`src/rtl/pwm_sample_dac.sv`:
```
// Audio PWM output stage: a 2-entry sample FIFO feeds a free-running PWM counter.
// The duty is reloaded only at period boundaries. An empty FIFO at a boundary holds the duty and raises a sticky underrun.
module pwm_sample_dac #(
  parameter int unsigned DW        = 11,
  parameter int unsigned CW        = 11,
  parameter int unsigned IDLE_DUTY = 1024
) (
  input  logic          clk,
  input  logic          rst_n,
  input  logic          enable,
  input  logic [DW-1:0] sample_in,
  input  logic          sample_valid,
  output logic          sample_ready,
  output logic          pwm_out,
  output logic          period_tick,
  output logic          underrun,
  input  logic          underrun_clr,
  output logic [CW-1:0] duty_cur
);

  localparam int unsigned   SHIFT    = CW - DW;
  localparam logic [CW-1:0] CNT_MAX  = '1;
  localparam logic [CW-1:0] DUTY_RST = CW'(IDLE_DUTY);
  localparam logic [1:0]    DEPTH    = 2'd2;

  if (DW > CW) begin : g_bad_width
    $error("pwm_sample_dac: DW must not exceed CW");
  end

  logic [CW-1:0] cnt_q, cnt_d;
  logic [CW-1:0] duty_q, duty_d;
  logic [CW-1:0] fifo_q [2];
  logic [CW-1:0] fifo_d [2];
  logic          wr_ptr_q, wr_ptr_d;
  logic          rd_ptr_q, rd_ptr_d;
  logic [1:0]    count_q, count_d;
  logic          pwm_q, pwm_d;
  logic          underrun_q, underrun_d;
  logic          boundary;
  logic          push;
  logic          pop;

  assign sample_ready = (count_q != DEPTH);
  assign boundary     = enable && (cnt_q == CNT_MAX);
  assign push         = sample_valid && sample_ready;
  // A sample pushed on an empty boundary is not forwarded; it waits for the next one.
  assign pop          = boundary && (count_q != 2'd0);

  assign period_tick  = boundary;
  assign pwm_out      = pwm_q;
  assign underrun     = underrun_q;
  assign duty_cur     = duty_q;

  // Next-state logic for counter, FIFO, duty, underrun and PWM output.
  always_comb begin
    cnt_d      = cnt_q;
    duty_d     = duty_q;
    fifo_d     = fifo_q;
    wr_ptr_d   = wr_ptr_q;
    rd_ptr_d   = rd_ptr_q;
    count_d    = count_q;
    underrun_d = underrun_q;
    pwm_d      = 1'b0;

    if (enable) begin
      cnt_d = cnt_q + CW'(1);
    end else begin
      cnt_d = CNT_MAX;
    end

    if (push) begin
      fifo_d[wr_ptr_q] = CW'(sample_in) << SHIFT;
      wr_ptr_d         = ~wr_ptr_q;
    end

    if (pop) begin
      duty_d   = fifo_q[rd_ptr_q];
      rd_ptr_d = ~rd_ptr_q;
    end

    count_d = count_q + 2'(push) - 2'(pop);

    // Set has priority over clear.
    if (underrun_clr) begin
      underrun_d = 1'b0;
    end
    if (boundary && (count_q == 2'd0)) begin
      underrun_d = 1'b1;
    end

    pwm_d = enable && (cnt_q < duty_q);
  end

  always_ff @(posedge clk or negedge rst_n) begin
    if (!rst_n) begin
      cnt_q      <= CNT_MAX;
      duty_q     <= DUTY_RST;
      fifo_q[0]  <= '0;
      fifo_q[1]  <= '0;
      wr_ptr_q   <= 1'b0;
      rd_ptr_q   <= 1'b0;
      count_q    <= 2'd0;
      pwm_q      <= 1'b0;
      underrun_q <= 1'b0;
    end else begin
      cnt_q      <= cnt_d;
      duty_q     <= duty_d;
      fifo_q[0]  <= fifo_d[0];
      fifo_q[1]  <= fifo_d[1];
      wr_ptr_q   <= wr_ptr_d;
      rd_ptr_q   <= rd_ptr_d;
      count_q    <= count_d;
      pwm_q      <= pwm_d;
      underrun_q <= underrun_d;
    end
  end

endmodule

```
`config.mk`:
```
export PLATFORM = sky130hd
export DESIGN_NAME = pwm_sample_dac
export DESIGN_NICKNAME = d
export VERILOG_FILES = /design/src/rtl/pwm_sample_dac.sv
export SDC_FILE = /design/constraint.sdc
export NUM_CORES = 1
export LEC_CHECK = 0
export BUFFER_PORTS_ARGS = -buffer_cell sky130_fd_sc_hd__buf_2
export CAP_MARGIN = 20
export CORE_ASPECT_RATIO = 1.1
export CORE_MARGIN = 5
export CORE_UTILIZATION = 35
export CTS_BUF_LIST = sky130_fd_sc_hd__clkbuf_8
export DETAILED_ROUTE_END_ITERATION = 6
export GPL_TIMING_DRIVEN = 0
export HOLD_SLACK_MARGIN = 0.08
export SYNTH_ARGS = -nofsm -noshare
export SYNTH_HDL_FRONTEND = slang
export SYNTH_SLANG_ARGS = --single-unit
```
`constraint.sdc`:
```
create_clock -name clk -period 2.6 [get_ports clk]
set_input_delay 0.26 -clock clk [delete_from_list [all_inputs] [get_ports clk]]
set_output_delay 0.26 -clock clk [all_outputs]
set_load 0.01 [all_outputs]
```
==> summary.txt <==
Die
  – Starting Density: 36.5%
  – Core area: 6670 um^2
  – Die W: 89.5 um
  – Die area: 8720 um^2
  – Die Y: 97.4 um
  – Rows: 31
  – Io pins: 31

Final layout
  – # diodes: 0
  – Fill count: 659
  – Share of layout cells above drive strength 1: 43.5%
  – Seq. cell area: 1270 um^2
  – # nets final: 265
  – Area delta synth->final: 15.6%
  – Final core occ: 42.1%
  – Multi-input logic area: 1080 um^2
  – Final std cells w/o fill: 319

Synth
  – Sequential area share after synthesis: 52.1%
  – Syn Area/Cell: 12.4 um^2
  – Top-area cell type share of the netlist area: 39.1%
  – Synth Area in Adders: 6.69%
  – Post-Synth XOR/XNOR Area: 4.32%
  – Async set-reset flop share out of synthesis: 100%
  – Top cells by area, synth: dfrtp_1 39%, mux2_2 15%, dfstp_2 13%
  – Yosys warnings: 0
  – Post-synthesis compound-gate area fraction: 7.00%
  – Synth area leader: dfrtp_1
  – Largest family of logic cells by synthesized area: multiplexers
  – Syn nets: 225
  – Synth Instances: 196
  – Simple-Gate Fraction of Synth Area: 10.5%
  – Number of synthesized flops with an enable pin: 0
  – Post-synthesis mux area share: 15.9%
  – Most used DFF post-synth: dfrtp_1
  – Library cells used by synthesis: 33
  – Most frequent cell after synthesis: dfrtp_1
  – Post-Syn Area: 2430 um^2
  – Post-synthesis register bit count: 50
  – Top cells by count, synth: 38 x dfrtp_1, 33 x mux2_2, 23 x nand2_1

Power
  – Leakage power: 1.25 nW
  – Total power draw: 3.19 mW
  – Worst IR Drop VDD: 0.534 mV
  – Power density over the cells: 1130 nW/um^2

Critical path
  – Arrival time at the worst endpoint: 2.64 ns
  – Critical path class: flip-flop to flip-flop
  – Critical Path End Type: flip-flop
  – Startpoint Class: flip-flop
  – Crit path max fanout: 10
  – CP required: 2.82 ns

Clock tree
  – CTS tree: done
  – Total CTS buffers: 5
  – # H-tree levels: 2
  – Clock-pin slew on the worst setup and hold paths: 0.09 ns
  – Clk sinks: 50
  – Clock Tree Buf Depth: 2
  – Clk root buf: clkbuf_8
  – Worst-Skew Late Latency: 0.30 ns

Global routing
  – Global route total overflow: 0
  – Vias in the first global route: 1675
  – Initial antenna violation count: 0
  – Largest net degree at the start of global routing: 36
  – First-pass GRT wire length: 7800 um
  – All-Layer GR Usage: 11.5%

Route
  – Total Wirelength: 4490 um
  – Drt wl/cell: 14.1 um
  – DRT Pass-1 Iters: 4
  – DRC violations left: 0
  – DR vias: 1567
  – Initial DRC count: 59
  – Avg Vias per Cell: 4.91
  – Routed Antenna Nets: 0

Worst hold path
  – Hold/Removal Path Class: primary input to flip-flop

Place
  – HPWL Detailed: 3370 um
  – Placer Congestion: 0.667
  – Placed Cells: 309
  – I/O Buffers: 30

Timing
  – Layout Skew: 0.00601 ns
  – Unrepaired setup endpoints after global routing: false
  – Worst-Margin Slew: 0.567 ns
  – Fin. max-slew vios: 0
  – Final TNS setup: 0 ns
  – Final period util: 92.9%
  – Max Freq: 414 MHz
  – Slew HR: 62.2%
  – Final setup viols: 0
  – Fin. Hold Viols: 0
  – Tmin final: 2.42 ns

Flow run
  – Max_cap viols: 0

Status
  – Status: finished, final reports clean
## path summary, 6_finish.rpt
| path | startpoint | end | slack (ns) | cells after the start |
|---|---|---|---|---|
| min | underrun_clr | underrun | 0.15 | 2 |
| max in group asynchronous | rst_n | duty_cur[10] | 1.63 | 3 |
| max | cnt_q[0] | count_q[1] | 0.18 | 9 |
| min in group asynchronous | rst_n | underrun | 0.40 | 2 |
| max reg2reg | cnt_q[0] | count_q[1] | 0.18 | 9 |
| min reg2reg | fifo_q[6] | fifo_q[6] | 0.51 | 1 |
## sequential cells by signal, indices dropped and copies added, names as in the netlist
name and flops:
rd_ptr_q 1, fifo_q 22, count_q 2, wr_ptr_q 1
pwm_out 1, cnt_q 11, duty_cur 11, underrun 1
## layer usage
layer | part of all wire (%) | global-route usage [%] | wire length, um
met1 | 47 | 15.2 | 2100
met2 | 46 | 17.9 | 2070
met3 | 5.4 | 3.22 | 241
met4 | 1.7 | 4.12 | 77
met5 | 0 | 0 | 0
## metrics by stage
stage               hold slack (ns)  setup WS [ns]  cell area (um^2)
CTS                           0.141          0.110              2810
detailed placement            0.207        -0.0188              2710
global route                  0.153         0.0524              2810
global placement              0.461         0.0103              2690
floorplan                   -0.0356          0.290              2430
finish                        0.150          0.184              2810
## critical path, cell delays in order (launching register included)
cell	delay, ns
dfstp_2	0.60
ha_2	0.25
nand3_1	0.18
nor4_4	0.37
buf_6	0.21
ha_1	0.25
inv_1	0.06
ha_1	0.14
xnor2_1	0.13
xnor2_1	0.14
## cell usage in the layout, fill, tap and decap left out, types with 2 or more instances in the layout
master / instances
nand2_1: 23
nand4_1: 2
dfstp_2: 12
nand3_1: 6
inv_1: 13
nand2b_1: 4
buf_2: 32
xor2_1: 6
clkbuf_8: 5
o211ai_1: 3
xnor2_1: 6
dfrtp_1: 38
ha_1: 12
mux2_2: 33
buf_6: 2
nor3_1: 2
nor2_1: 3
clkbuf_1: 2
o21ai_2: 9
o21ai_0: 4
## cells by family (layout without fill, tap and decap cells)
family	count (synthesis)	count (layout)
fa+ha+maj	13	13
simple gates	47	47
mux	34	34
buf+inv	18	59
compound gates	22	22
xor+xnor	12	12
flops	50	50
## where the power goes
group          internal (mW)  total [mW]  switching, mW
Combinational          0.726        1.35          0.621
Sequential              1.16        1.39          0.231
Clock                  0.187       0.445          0.258
Total                   2.07        3.19           1.11
## area by class of cell
class                      count  area share (%)
sequential                    50            45.0
multi-input combinational    128            38.5
timing repair buffer          33            6.68
tap                           82            3.65
clock buffer                   5            2.45
inverter                      12            1.60
buffer                         6            1.42
clock inverter                 3           0.623
## timing repair
action	4_1_cts	5_1_grt
pin swaps	1	0
setup buffers	1	0
setup endpoints to repair	1	1
resized for setup	0	1
hold endpoints to repair	4	0
hold buffers	1	0
(Power assumes the default switching activity.)
